`src/rtl/flash_rd_pkg.sv`:
```
// Shared encodings for the NAND flash read path: FSM states, status and
// result codes, and default low-level sequencer state codes.
package flash_rd_pkg;

  typedef enum logic [3:0] {
    ST_INIT        = 4'd0,
    ST_IDLE        = 4'd1,
    ST_START       = 4'd2,
    ST_ROWCHK      = 4'd3,
    ST_READ        = 4'd4,
    ST_ECC_WAIT    = 4'd5,
    ST_ECC_EVAL    = 4'd6,
    ST_CORRECT     = 4'd7,
    ST_MARK_BAD    = 4'd8,
    ST_CHK_USELESS = 4'd9,
    ST_CHK_PAGE    = 4'd10,
    ST_FILL55      = 4'd11,
    ST_CLR_FLAG    = 4'd12,
    ST_FINISH      = 4'd13,
    ST_RETRY       = 4'd14,
    ST_TIMEOUT     = 4'd15
  } rd_state_e;

  localparam logic [1:0] ROW_PENDING = 2'd0;
  localparam logic [1:0] ROW_GOOD    = 2'd1;
  localparam logic [1:0] ROW_BAD     = 2'd2;

  localparam logic [1:0] ECC_PENDING = 2'd0;
  localparam logic [1:0] ECC_CLEAN   = 2'd1;
  localparam logic [1:0] ECC_CORR    = 2'd2;
  localparam logic [1:0] ECC_UNCORR  = 2'd3;

  localparam logic [1:0] RES_CLEAN     = 2'd0;
  localparam logic [1:0] RES_CORRECTED = 2'd1;
  localparam logic [1:0] RES_USELESS   = 2'd2;
  localparam logic [1:0] RES_BAD_BLOCK = 2'd3;

  localparam logic [4:0] LS_CHUNK_DONE_DEF = 5'd18;
  localparam logic [4:0] LS_PAGE_IDLE_DEF  = 5'd12;

endpackage

```
`src/rtl/rd_watchdog.sv`:
```
// Per-state watchdog: counts enabled cycles and flags the cycle on which the
// count reaches the limit. Shared with the write controller.
module rd_watchdog #(
  parameter int CNT_W = 12
) (
  input  logic             clk,
  input  logic             rst,
  input  logic             clear,
  input  logic             enable,
  input  logic [CNT_W-1:0] limit,
  output logic             expired
);

  logic [CNT_W-1:0] cnt;
  logic [CNT_W-1:0] cnt_inc;

  assign cnt_inc = cnt + CNT_W'(1);
  assign expired = enable && (cnt_inc == limit);

  always_ff @(posedge clk or posedge rst) begin
    if (rst) begin
      cnt <= '0;
    end else if (clear || !enable) begin
      cnt <= '0;
    end else if (!expired) begin
      cnt <= cnt_inc;
    end
  end

endmodule

```
`src/rtl/read_page_seq_ctrl.sv`:
```
// Page-read sequencer: row check, chunk transfer, ECC evaluation/correction,
// bounded re-read retries, useless-page fill/clear and a per-state watchdog.
module read_page_seq_ctrl
  import flash_rd_pkg::*;
#(
  parameter int         PAGE_W        = 2,
  parameter int         FILL_PAGE     = 2,
  parameter int         ROWCHK_DLY    = 1,
  parameter int         SETTLE_CYC    = 2,
  parameter int         MAX_RETRY     = 2,
  parameter int         TMO_CYC       = 4096,
  parameter logic [4:0] LS_CHUNK_DONE = LS_CHUNK_DONE_DEF,
  parameter logic [4:0] LS_PAGE_IDLE  = LS_PAGE_IDLE_DEF,
  localparam int        RC_W          = (MAX_RETRY > 0) ? $clog2(MAX_RETRY + 1) : 1
) (
  input  logic              clk,
  input  logic              rst,
  input  logic              en_read,
  input  logic [1:0]        row_status,
  input  logic [1:0]        ecc_status,
  input  logic [PAGE_W-1:0] page_idx,
  input  logic              fix_done,
  input  logic [4:0]        low_state,
  output logic [3:0]        read_state,
  output logic              busy,
  output logic              reread_req,
  output logic              fill55_req,
  output logic              clr_flag_req,
  output logic              done,
  output logic [1:0]        result,
  output logic              timeout_err,
  output logic [RC_W-1:0]   retry_cnt
);

  localparam int TW      = $clog2(TMO_CYC + 1);
  localparam int DLY_MAX = (ROWCHK_DLY > SETTLE_CYC) ? ROWCHK_DLY : SETTLE_CYC;
  localparam int DW      = $clog2(DLY_MAX + 1);

  rd_state_e state;
  rd_state_e next_state;

  logic [DW-1:0] dly_cnt;
  logic          dly_done;
  logic          state_chg;
  logic          useless_flag;
  logic          corrected_flag;
  logic          wd_en;
  logic          wd_expired;

  // One delay counter serves both ROWCHK and ECC_WAIT; it restarts on every state change.
  assign dly_done  = (state == ST_ROWCHK) ? (dly_cnt >= DW'(ROWCHK_DLY))
                                          : (dly_cnt >= DW'(SETTLE_CYC));
  assign state_chg = (next_state != state);
  assign wd_en     = (state >= ST_ROWCHK) && (state <= ST_CORRECT);

  rd_watchdog #(
    .CNT_W (TW)
  ) u_wd (
    .clk     (clk),
    .rst     (rst),
    .clear   (state_chg),
    .enable  (wd_en),
    .limit   (TW'(TMO_CYC)),
    .expired (wd_expired)
  );

  always_ff @(posedge clk or posedge rst) begin
    if (rst) begin
      state <= ST_INIT;
    end else begin
      state <= next_state;
    end
  end

  always_comb begin
    next_state = state;
    if (wd_expired) begin
      next_state = ST_TIMEOUT;
    end else begin
      case (state)
        ST_INIT:     next_state = ST_IDLE;
        ST_IDLE:     if (en_read) next_state = ST_START;
        ST_START:    next_state = ST_ROWCHK;
        ST_ROWCHK: begin
          if (dly_done) begin
            if (row_status == ROW_GOOD)     next_state = ST_READ;
            else if (row_status == ROW_BAD) next_state = ST_FINISH;
          end
        end
        ST_READ:     if (low_state == LS_CHUNK_DONE) next_state = ST_ECC_WAIT;
        ST_ECC_WAIT: begin
          if (dly_done) begin
            if (low_state == LS_PAGE_IDLE)       next_state = ST_CHK_USELESS;
            else if (low_state == LS_CHUNK_DONE) next_state = ST_ECC_EVAL;
          end
        end
        ST_ECC_EVAL: begin
          case (ecc_status)
            ECC_CLEAN:  next_state = ST_ECC_WAIT;
            ECC_CORR:   next_state = ST_CORRECT;
            ECC_UNCORR: next_state = ST_MARK_BAD;
            default:    next_state = ST_ECC_EVAL;
          endcase
        end
        ST_CORRECT:  if (fix_done) next_state = ST_ECC_WAIT;
        ST_MARK_BAD: next_state = (retry_cnt < RC_W'(MAX_RETRY)) ? ST_RETRY : ST_ECC_WAIT;
        ST_RETRY:    next_state = ST_READ;
        ST_CHK_USELESS: next_state = useless_flag ? ST_CHK_PAGE : ST_FINISH;
        ST_CHK_PAGE: next_state = (page_idx == PAGE_W'(FILL_PAGE)) ? ST_FILL55 : ST_CLR_FLAG;
        ST_FILL55:   next_state = ST_FINISH;
        ST_CLR_FLAG: next_state = ST_FINISH;
        ST_TIMEOUT:  next_state = ST_FINISH;
        ST_FINISH:   next_state = ST_IDLE;
        default:     next_state = ST_INIT;
      endcase
    end
  end

  // Flags and summary bookkeeping follow the transition actually taken, so a
  // watchdog override never leaves a half-applied flag behind.
  always_ff @(posedge clk or posedge rst) begin
    if (rst) begin
      dly_cnt        <= '0;
      useless_flag   <= 1'b0;
      corrected_flag <= 1'b0;
      retry_cnt      <= '0;
      timeout_err    <= 1'b0;
      result         <= RES_CLEAN;
    end else begin
      if (state_chg) begin
        dly_cnt <= '0;
      end else if (!dly_done) begin
        dly_cnt <= dly_cnt + DW'(1);
      end

      case (state)
        ST_START: begin
          retry_cnt      <= '0;
          timeout_err    <= 1'b0;
          useless_flag   <= 1'b0;
          corrected_flag <= 1'b0;
        end
        ST_ECC_EVAL: if (next_state == ST_CORRECT)  corrected_flag <= 1'b1;
        ST_MARK_BAD: if (next_state == ST_ECC_WAIT) useless_flag   <= 1'b1;
        ST_RETRY: begin
          retry_cnt      <= retry_cnt + RC_W'(1);
          corrected_flag <= 1'b0;
        end
        ST_TIMEOUT: begin
          timeout_err <= 1'b1;
          result      <= RES_USELESS;
        end
        default: ;
      endcase

      if ((next_state == ST_FINISH) && (state != ST_FINISH)) begin
        if (state == ST_ROWCHK)                            result <= RES_BAD_BLOCK;
        else if ((state == ST_TIMEOUT) || useless_flag)    result <= RES_USELESS;
        else if (corrected_flag)                           result <= RES_CORRECTED;
        else                                               result <= RES_CLEAN;
      end
    end
  end

  assign read_state   = state;
  assign busy         = (state != ST_INIT) && (state != ST_IDLE);
  assign reread_req   = (state == ST_RETRY);
  assign fill55_req   = (state == ST_FILL55);
  assign clr_flag_req = (state == ST_CLR_FLAG);
  assign done         = (state == ST_FINISH);

endmodule

```
`config.mk`:
```
export PLATFORM = sky130hd
export DESIGN_NAME = read_page_seq_ctrl
export DESIGN_NICKNAME = d
export VERILOG_FILES = /design/src/rtl/flash_rd_pkg.sv /design/src/rtl/rd_watchdog.sv /design/src/rtl/read_page_seq_ctrl.sv
export SDC_FILE = /design/constraint.sdc
export NUM_CORES = 1
export LEC_CHECK = 0
export CORE_MARGIN = 4
export CORE_UTILIZATION = 50
export CTS_CLUSTER_SIZE = 24
export DETAILED_ROUTE_END_ITERATION = 16
export DONT_BUFFER_PORTS = 1
export PLACE_DENSITY = 0.74
export SYNTH_ARGS = -nofsm -noshare
export SYNTH_HDL_FRONTEND = slang
export SYNTH_HIERARCHICAL = 1
export SYNTH_SLANG_ARGS = --single-unit
```
`constraint.sdc`:
```
create_clock -name clk -period 6.1 [get_ports clk]
set_input_delay 1.525 -clock clk [delete_from_list [all_inputs] [get_ports clk]]
set_output_delay 1.525 -clock clk [all_outputs]
set_load 0.1 [all_outputs]
```
==> results of run 1 <==
-- worst max path at each step --
stage,start,endpoint,slack [ps]
6_report,read_state[2]$_DFF_PP0_,u_wd/cnt[9]$_DFFE_PP0P_,1720
2_1_floorplan,read_state[3]$_DFF_PP0_,clr_flag_req,810
3_5_place_dp,ecc_status[0],u_wd/cnt[9]$_DFFE_PP0P_,1740
3_3_place_gp,ecc_status[0],u_wd/cnt[11]$_DFFE_PP0P_,1810
5_1_grt,read_state[2]$_DFF_PP0_,u_wd/cnt[10]$_DFFE_PP0P_,1280
4_1_cts,read_state[2]$_DFF_PP0_,u_wd/cnt[9]$_DFFE_PP0P_,1750
-- layout make-up --
class / instances / area, um^2
clock buffer: 4 / 55.1
inverter: 14 / 52.6
sequential: 26 / 651
tap: 70 / 87.6
timing repair buffer: 8 / 77.6
multi-input combinational: 307 / 1940
fill: 494 / 2310
-- cells by family after synthesis --
family / count (synthesis) / share of synthesized area [%]
xor+xnor: 17 / 5.50
buf+inv: 42 / 7.26
other cells: 2 / 0.277
flops: 26 / 24.0
simple gates: 172 / 36.2
mux: 5 / 2.31
compound gates: 85 / 21.2
fa+ha+maj: 7 / 3.24
-- critical path: stages (launching register included) --
cell and delay, ps:
dfrtp_1 330, buf_4 410, clkinv_1 350, a21oi_1 280, nand3_1 120, a211oi_2 260, nand3_1 100, nor4_1 290
buf_4 200, a41oi_1 50, and4_1 210, nand2_1 140, xnor2_1 140, nand3_1 130, or2_1 240, nand2b_1 370
nor4_1 440, o21ai_0 140, nand4_1 100
-- routing by layer --
| metal | track usage (%) | part of all wire (%) |
|---|---|---|
| met5 | 0 | 0 |
| met4 | 6.81 | 1.3 |
| met3 | 3.07 | 5.6 |
| met2 | 37.7 | 50 |
| met1 | 28.7 | 43 |
-- flip-flops by register name, summed over array words and instances, names as in the netlist --
| register | count |
|---|---|
| u_wd/cnt | 13 |
| read_state | 4 |
| dly_cnt | 2 |
| result | 2 |
| retry_cnt | 2 |
| corrected_flag | 1 |
| timeout_err | 1 |
| useless_flag | 1 |
-- power by group through the flow --
stage               Combinational [mW]  Clock (mW)  Sequential (mW)
finish                           0.718       0.116            0.310
global route                     0.776       0.125            0.316
floorplan                        0.515           0            0.398
global placement                 0.708           0            0.314
CTS                              0.713       0.118            0.311
detailed placement               0.711           0            0.314
-- synthesized netlist by cell type (all sizes together), types with 7 or more instances --
cell type | instances | share of area [%]
ha | 7 | 3.2
xor2 | 7 | 2.3
nand2 | 42 | 5.8
nor3 | 13 | 2.6
a21oi | 15 | 2.9
nand3 | 25 | 4.8
buf | 19 | 4.1
inv | 13 | 1.8
or4 | 12 | 3.3
nor2 | 22 | 3.1
nor4 | 8 | 2.4
dfrtp | 26 | 24
o21ai | 26 | 4.8
nand2b | 7 | 1.6
xnor2 | 10 | 3.2
nand4 | 7 | 2.1
clkbuf | 9 | 1.2
-- per-stage QoR --
stage,instance area (um^2),std cells
2_1_floorplan,2780,375
3_3_place_gp,2810,425
3_5_place_dp,2810,425
4_1_cts,2870,429
5_1_grt,2870,429
6_report,2870,429
==> out/metrics.csv, run 1 <==
stage,metric,value,unit
outcome,status,"finished, final reports clean",
sta,hold_ws,609,ps
critical_path,reg2reg setup slack,1720,ps
power_and_ir_drop,switching fraction of total power,58.7,%
clock_network,Post-CTS Setup Bufs,0,
power_and_ir_drop,Sw Pwr,0.672,mW
critical_path,startpoint types,flop,
drt,DRC viols,0,
power_and_ir_drop,Total Power,1.14,mW
clock_network,H-Tree Depth,1,
critical_path,R2R Path End,u_wd/cnt[9]$_DFFE_PP0P_,
power_and_ir_drop,pwr dens,399,mW/mm^2
sta,fin crit share,71.9,%
sta,fin. max-slew vios,0,
cells_and_area,layout cells sized above 1,9.47,%
cells_and_area,Util after Layout,55.4,%
floorplan,die height,81.6,um
sta,setup TNS,0,ps
clock_network,"Reg clk slew, reported paths",100,ps
drt,WL final,6.82,mm
floorplan,Core ar.,0.00517,mm^2
floorplan,DIE AREA,0.00665,mm^2
critical_path,Setup CP Type,reg2reg,
floorplan,die width,81.6,um
clock_network,CTS Buf Count,3,
sta,Least-Margin Pin Slew,1080,ps
logic_synthesis,Syn Std Cell Area,0.00271,mm^2
power_and_ir_drop,Leak Pwr,1.15,nW
worst_hold_path,Hold Crit Start,u_wd/cnt[1]$_DFFE_PP0P_,
placement,pre-CTS setup slack,1740,ps
global_route,total global-route track usage,22.0,%
logic_synthesis,Yosys warnings,6,
power_and_ir_drop,Flop pwr share,27.1,%
cells_and_area,ANT cells,0,
cells_and_area,"commonest non-fill, non-tap cell in the layout",nand2_1,
floorplan,# IOs,29,
critical_path,Crit Reg-Reg Startpoint,read_state[2]$_DFF_PP0_,
clock_network,hold_buf cts,0,
logic_synthesis,syn avg cell area,7.60,um^2
drt,vias per inst,6.10,
sta,Final Critical Period,4380,ps
global_route,vias in the first global route,2469,
critical_path,CP max FO,23,
drt,DRT antenna net count,0,
drt,detailed-route via count,2617,
sta,Final Setup Violations,0,
logic_synthesis,Post-synth EDFFs,0,
worst_hold_path,hold path depth,2,
critical_path,Worst R2R Path Depth,18,
logic_synthesis,count of different cell masters after synthesis,70,
critical_path,arrival time worst endpoint,4600,ps
critical_path,CP endpoint kind,flop,
logic_synthesis,Synth Instances,356,
cells_and_area,"commonest non-fill, non-tap cells in the layout","nand2_1 (42), o21ai_0 (26), dfrtp_1 (26)",
global_route,global-route wire length before repair,11.8,mm
worst_hold_path,Hold Path Sink,u_wd/cnt[1]$_DFFE_PP0P_,
placement,RD Place Congestion,0.974,
clock_network,CTS Buffer Depth,2,
global_route,initial antenna violation count,0,
logic_synthesis,asr flop ratio synth,100,%
logic_synthesis,synthesis-stage register bit count,26,
critical_path,CP required,6320,ps
drt,wire per inst,15.9,um
sta,Fin Clk Skew,4.11,ps
floorplan,Initial Util,52.3,%
placement,DP HPWL,4.91,mm
drt,Iter 0 DRT Violations,175,
worst_hold_path,worst hold path class,reg2reg,
sta,Fin. Hold Viols,0,
power_and_ir_drop,Comb pwr share,62.7,%
floorplan,Row Count,26,
logic_synthesis,Synth Flop Type,dfrtp_1,
clock_network,cts repair resizes,0,
clock_network,CTS root buf,clkbuf_8,
clock_network,"Clk Latency, worst-skew pair",280,ps
power_and_ir_drop,Internal,0.472,mW
clock_network,CTS sink cnt,26,
cells_and_area,Nets,382,
sta,Final WS setup,1720,ps
power_and_ir_drop,VDD IR max,260,uV
sta,Max Fclk,228,MHz
cells_and_area,"Area growth, synth to finish",5.92,%
power_and_ir_drop,Clock power frac,10.1,%
placement,I/O Buffers,0,
clock_network,TritonCTS clock tree,yes,
run,number of max-cap violations,0,
drt,DR pass1 iterations,4,
sta,slew margin rel.,28.2,%
sta,unrepaired setup endpoints after global routing,no,
global_route,largest net degree at the start of global routing,28,
global_route,GR Overflow Total,0,
logic_synthesis,sequential fraction of the synthesis area,24.0,%
No activity file was read; power rests on OpenSTA's default activity.
==> run 2: changes to the inputs <==
clock period = 4.47 ns   (was 6.1 ns; I/O delays follow)
==> out/metrics.csv, run 2 (same netlist as run 1, synthesis figures left out) <==
stage,metric,value,unit,change
critical_path,CP max FO,12,,-48%
placement,Placement Cell Area,0.00285,mm^2,+1.3%
cells_and_area,"commonest non-fill, non-tap cells in the layout","nand2_1 (42), o21ai_0 (26), nand3_1 (24)",,
global_route,GR Overflow Total,0,,unchanged
critical_path,Worst path most repeated cell,nand3_1,,
critical_path,max incr delay on CP,460,ps,+20 ps
clock_network,CTS sink cnt,26,,unchanged
floorplan,die width,81.6,um,unchanged
cells_and_area,Filler cells,506,,+2.4%
power_and_ir_drop,VDD IR max,316,uV,+22%
power_and_ir_drop,Leak Pwr,1.17,nW,+2.2%
sta,fin crit share,91.9,%,+20 points
cells_and_area,max reg flops,13,,unchanged
cells_and_area,Biggest register,u_wd/cnt,,
critical_path,Worst path slowest cell,dfrtp_1,,
critical_path,arrival time worst endpoint,4330,ps,-270 ps
global_route,largest net degree at the start of global routing,27,,-3.6%
clock_network,CTS root buf,clkbuf_8,,
worst_hold_path,worst hold path class,reg2reg,,
clock_network,"Clk Latency, worst-skew pair",280,ps,about the same
sta,setup TNS,0,ps,unchanged
cells_and_area,"Area growth, synth to finish",7.91,%,
power_and_ir_drop,pwr dens,559,mW/mm^2,+40%
cells_and_area,ANT cells,0,,unchanged
sta,fin. max-slew vios,0,,unchanged
global_route,vias in the first global route,2396,,-3.0%
sta,unrepaired setup endpoints after global routing,no,,
global_route,initial antenna violation count,0,,unchanged
floorplan,Core ar.,0.00517,mm^2,unchanged
drt,WL final,6.65,mm,-2.5%
critical_path,CP required,4700,ps,-1620 ps
sta,Final Setup Violations,0,,unchanged
clock_network,TritonCTS clock tree,yes,,
floorplan,Initial Util,52.3,%,unchanged
cells_and_area,Nets,387,,+1.3%
sta,slew margin rel.,33.1,%,+4.9 points
sta,Final Critical Period,4110,ps,-276 ps
placement,RD Place Congestion,0.888,,-8.8%
placement,DP HPWL,4.87,mm,-0.78%
cells_and_area,"commonest non-fill, non-tap cell in the layout",nand2_1,,
global_route,global-route wire length before repair,11.3,mm,-3.8%
placement,pre-CTS setup slack,410,ps,-1330 ps
clock_network,hold_buf cts,0,,unchanged
floorplan,Row Count,26,,unchanged
outcome,status,"finished, final reports clean",,
run,number of max-cap violations,0,,unchanged
placement,I/O Buffers,0,,unchanged
drt,DRT antenna net count,0,,unchanged
floorplan,# IOs,29,,unchanged
critical_path,startpoint types,flop,,
critical_path,CP endpoint kind,flop,,
clock_network,CTS Buffer Depth,2,,unchanged
clock_network,CTS Buf Count,3,,unchanged
critical_path,worst-path cell chain,ha_1 > nand3_2 > or3_1 > a21oi_1 > o21ai_0 > nor4_2 > a31o_2 > a31oi_1 > nand3_1 > xnor2_1 > nand3_1 > or2_1 > nand2b_1 > nor4_1 > o21ai_0 > nand3_1,,
clock_network,"Reg clk slew, reported paths",100,ps,about the same
global_route,total global-route track usage,21.3,%,-0.69 points
cells_and_area,multi-input logic area,0.00196,mm^2,+0.64%
power_and_ir_drop,Total Power,1.63,mW,+43%
clock_network,H-Tree Depth,1,,unchanged
drt,detailed-route via count,2637,,+0.76%
clock_network,cts repair resizes,0,,unchanged
cells_and_area,layout cells sized above 1,12.1,%,+2.6 points
drt,wire per inst,15.3,um,-3.6%
drt,Iter 0 DRT Violations,246,,+41%
sta,Max Fclk,243,MHz,+6.7%
drt,DR pass1 iterations,4,,unchanged
cells_and_area,Seq. cell area,656,um^2,+0.77%
cells_and_area,final non-filler cell area,0.00292,mm^2,+1.9%
clock_network,Post-CTS Setup Bufs,0,,unchanged
drt,DRC viols,0,,unchanged
sta,Least-Margin Pin Slew,1000,ps,-75.0 ps
floorplan,DIE AREA,0.00665,mm^2,unchanged
critical_path,Setup CP Type,reg2reg,,
sta,Fin. Hold Viols,0,,unchanged
floorplan,die height,81.6,um,unchanged
sta,Fin Clk Skew,3.45,ps,-0.663 ps
sta,Final WS setup,363,ps,-1350 ps
drt,vias per inst,6.08,,-0.40%
-- run 2: layer usage --
layer | part of all wire [%] | GRT usage (%) | vias to the layer above | wire length [um]
met5 | 0 | 0 | - | 0
met4 | 0.41 | 2.99 | 0 | 27
met3 | 6.6 | 4.06 | 2 | 437
met2 | 46 | 34.8 | 91 | 3080
met1 | 47 | 30.0 | 1254 | 3110
li1 | - | - | 1290 | -
-- run 2: where the power goes --
group,internal (mW),switching [mW]
Sequential,0.281,0.137
Combinational,0.295,0.713
Clock,0.120,0.0859
Total,0.696,0.936
-- run 2: path summary, 6_finish.rpt --
check / cells past startpoint / to / from / slack [ps]
worst max-delay path: 16 / u_wd/cnt[11]$_DFFE_PP0P_ / u_wd/cnt[0]$_DFFE_PP0P_ / 360
worst min-delay path: 2 / u_wd/cnt[1]$_DFFE_PP0P_ / u_wd/cnt[1]$_DFFE_PP0P_ / 590
worst max register to register: 16 / u_wd/cnt[11]$_DFFE_PP0P_ / u_wd/cnt[0]$_DFFE_PP0P_ / 360
worst min register to register: 2 / u_wd/cnt[1]$_DFFE_PP0P_ / u_wd/cnt[1]$_DFFE_PP0P_ / 590
max in group asynchronous: 1 / read_state[3]$_DFF_PP0_ / rst / 3340
min in group asynchronous: 1 / u_wd/cnt[9]$_DFFE_PP0P_ / rst / 740
-- run 2: layout make-up --
cell class                 instances  share of cell area, %
clock buffer                       3                   1.41
sequential                        26                   22.5
clock inverter                     1                   1.03
tap                               70                   3.00
inverter                          14                   1.80
timing repair buffer              13                   3.34
multi-input combinational        307                   67.0
-- run 2: worst max-delay path, delay by kind of cell (launching register included) --
family                     cells  cell delay, ps
and+or+nand+nor                9            2490
AOI/OAI and AO/OA              5             660
DFF                            1             460
adders and majority gates      1             300
xor gates and xnor gates       1             140
-- run 2: through the flow --
step	std cells	utilization (%)	hold WS, ps
finish	434	56.5	594
global route	434	56.5	626
CTS	434	56.5	596
detailed placement	430	55.1	582
global placement	430	55.1	579
floorplan	375	-	553
==> run 3: changes to the inputs <==
CAP_MARGIN = 5   (was default)
GPL_TIMING_DRIVEN = 0   (was default)
==> out/metrics.csv, run 3 (same netlist as run 1, synthesis figures left out) <==
stage,metric,value,unit,change
clock_network,H-Tree Depth,1,,unchanged
clock_network,"Clk Latency, worst-skew pair",280,ps,about the same
global_route,initial antenna violation count,0,,unchanged
clock_network,CTS Buffer Depth,2,,unchanged
drt,WL final,7.40,mm,+11%
worst_hold_path,worst hold path class,reg2reg,,
power_and_ir_drop,Leak Pwr,1.23,nW,+4.7%
sta,fin crit share,96.1,%,+4.2 points
sta,fin. max-slew vios,0,,unchanged
drt,vias per inst,6.19,,+1.8%
outcome,status,"finished, final reports clean",,
floorplan,Row Count,26,,unchanged
sta,hold_ws,600,ps,+5.81 ps
sta,Max Fclk,233,MHz,-4.4%
worst_hold_path,hold path depth,2,,unchanged
power_and_ir_drop,pwr dens,545,mW/mm^2,-2.4%
floorplan,die width,81.6,um,unchanged
cells_and_area,Biggest register,u_wd/cnt,,
sta,slew margin rel.,27.6,%,-5.5 points
cells_and_area,multi-input logic area,0.00200,mm^2,+2.1%
floorplan,die height,81.6,um,unchanged
drt,detailed-route via count,2802,,+6.3%
clock_network,CTS Buf Count,3,,unchanged
drt,wire per inst,16.3,um,+6.5%
cells_and_area,final non-filler cell area,0.00306,mm^2,+4.7%
sta,setup TNS,0,ps,unchanged
placement,I/O Buffers,0,,unchanged
global_route,total global-route track usage,22.3,%,+0.93 points
floorplan,Initial Util,52.3,%,unchanged
drt,DRT antenna net count,0,,unchanged
critical_path,Worst R2R Path Depth,18,,+2
critical_path,CP endpoint kind,flop,,
critical_path,CP required,4690,ps,about the same
critical_path,CP max FO,10,,-2
clock_network,"Reg clk slew, reported paths",100,ps,about the same
placement,Placement Cell Area,0.00289,mm^2,+1.6%
sta,Final Critical Period,4290,ps,+188 ps
cells_and_area,ANT cells,0,,unchanged
cells_and_area,layout cells sized above 1,15.9,%,+3.8 points
clock_network,TritonCTS clock tree,yes,,
global_route,global-route wire length before repair,11.7,mm,+2.9%
cells_and_area,max reg flops,13,,unchanged
power_and_ir_drop,VDD IR max,324,uV,+2.5%
sta,Final Setup Violations,0,,unchanged
cells_and_area,"Area growth, synth to finish",12.9,%,
run,number of max-cap violations,0,,unchanged
clock_network,CTS root buf,clkbuf_8,,
cells_and_area,"commonest non-fill, non-tap cell in the layout",nand2_1,,
drt,DRC viols,0,,unchanged
placement,DP HPWL,5.52,mm,+13%
critical_path,startpoint types,flop,,
cells_and_area,Filler cells,455,,-10%
sta,Fin Clk Skew,4.94,ps,+1.50 ps
placement,RD Place Congestion,0.938,,+5.6%
drt,DR pass1 iterations,5,,+1
floorplan,# IOs,29,,unchanged
global_route,GR Overflow Total,0,,unchanged
clock_network,CTS sink cnt,26,,unchanged
cells_and_area,Nets,406,,+4.9%
cells_and_area,"commonest non-fill, non-tap cells in the layout","nand2_1 (42), o21ai_0 (26), nand3_1 (24)",,
global_route,vias in the first global route,2434,,+1.6%
sta,Fin. Hold Viols,0,,unchanged
cells_and_area,Seq. cell area,666,um^2,+1.5%
critical_path,arrival time worst endpoint,4510,ps,+180 ps
floorplan,Core ar.,0.00517,mm^2,unchanged
global_route,largest net degree at the start of global routing,20,,-26%
critical_path,Setup CP Type,reg2reg,,
drt,Iter 0 DRT Violations,368,,+50%
floorplan,DIE AREA,0.00665,mm^2,unchanged
sta,Least-Margin Pin Slew,1090,ps,+84.6 ps
run 3: cell count changes in the layout (fill, tap and decap cells not counted), moves of 2 or more:
| cell | before | now |
|---|---|---|
| buf_6 | 0 | 2 |
| nor4_1 | 6 | 3 |
| buf_2 | 0 | 10 |
| dfrtp_2 | 4 | 0 |
| dfrtp_4 | 0 | 4 |
| clkbuf_1 | 0 | 7 |
| clkbuf_2 | 0 | 2 |
| nor4_2 | 1 | 3 |
| buf_4 | 13 | 8 |
run 3: worst paths after layout:
kind / start / endpoint / slack (ps)
worst max-delay path: read_state[3]$_DFF_PP0_ / u_wd/cnt[2]$_DFFE_PP0P_ / 180
worst min-delay path: u_wd/cnt[1]$_DFFE_PP0P_ / u_wd/cnt[1]$_DFFE_PP0P_ / 600
worst max register to register: read_state[3]$_DFF_PP0_ / u_wd/cnt[2]$_DFFE_PP0P_ / 180
worst min register to register: u_wd/cnt[1]$_DFFE_PP0P_ / u_wd/cnt[1]$_DFFE_PP0P_ / 600
max in group asynchronous: rst / read_state[0]$_DFF_PP0_ / 3290
min in group asynchronous: rst / u_wd/cnt[3]$_DFFE_PP0P_ / 750
run 3: what timing repair did:
| action | in CTS | in global routing |
|---|---|---|
| pin swaps | 1 | 1 |
| resized for setup | 10 | 16 |
| hold buffers | 0 | 0 |
| buffers inserted | 1 | 5 |
| setup endpoints to repair | 13 | 11 |
run 3: report_power, final:
part	total [mW]	internal [mW]	switching, mW
registers	0.565	0.288	0.278
clock network	0.161	0.0791	0.0815
logic	0.941	0.335	0.605
total	1.67	0.702	0.965
run 3: layout make-up:
type                            count  area share, %
Buffer                             26           5.03
Clock buffer                        4           1.80
Inverter                           14           1.84
Multi-Input combinational cell    307           65.3
Sequential cell                    26           21.8
Tap cell                           70           2.87
Timing Repair Buffer                6           1.35
run 3: worst max-delay path, stage by stage, from the launching register on:
cell and delay [ps]:
dfrtp_4 640, buf_2 240, clkbuf_2 220, a21oi_4 180
nand3_1 110, a211oi_2 300, nand3_1 170, nor4_4 360
a31o_2 190, a31oi_1 40, nand3_1 180, xnor2_1 180
nand3_1 160, or2_1 240, nor2b_1 160, clkbuf_2 270
nand2_1 90, or4_1 400, nand3_1 90
run 3: metal layers:
| layer | up-vias | routed length (um) | global-route usage [%] |
|---|---|---|---|
| met5 | - | 0 | 0 |
| met4 | 0 | 91 | 4.82 |
| met3 | 15 | 627 | 3.84 |
| met2 | 157 | 3290 | 34.0 |
| met1 | 1307 | 3390 | 32.7 |
| li1 | 1323 | - | - |
run 3: metrics by stage:
step,utilization [%],power (mW),std cells,worst slack [ps]
2_1_floorplan,-,1.25,375,130
3_3_place_gp,55.7,1.42,445,-805
3_5_place_dp,56.0,1.43,445,-803
4_1_cts,57.7,1.61,449,14.8
5_1_grt,59.1,1.76,453,-17.1
6_report,59.1,1.67,453,175
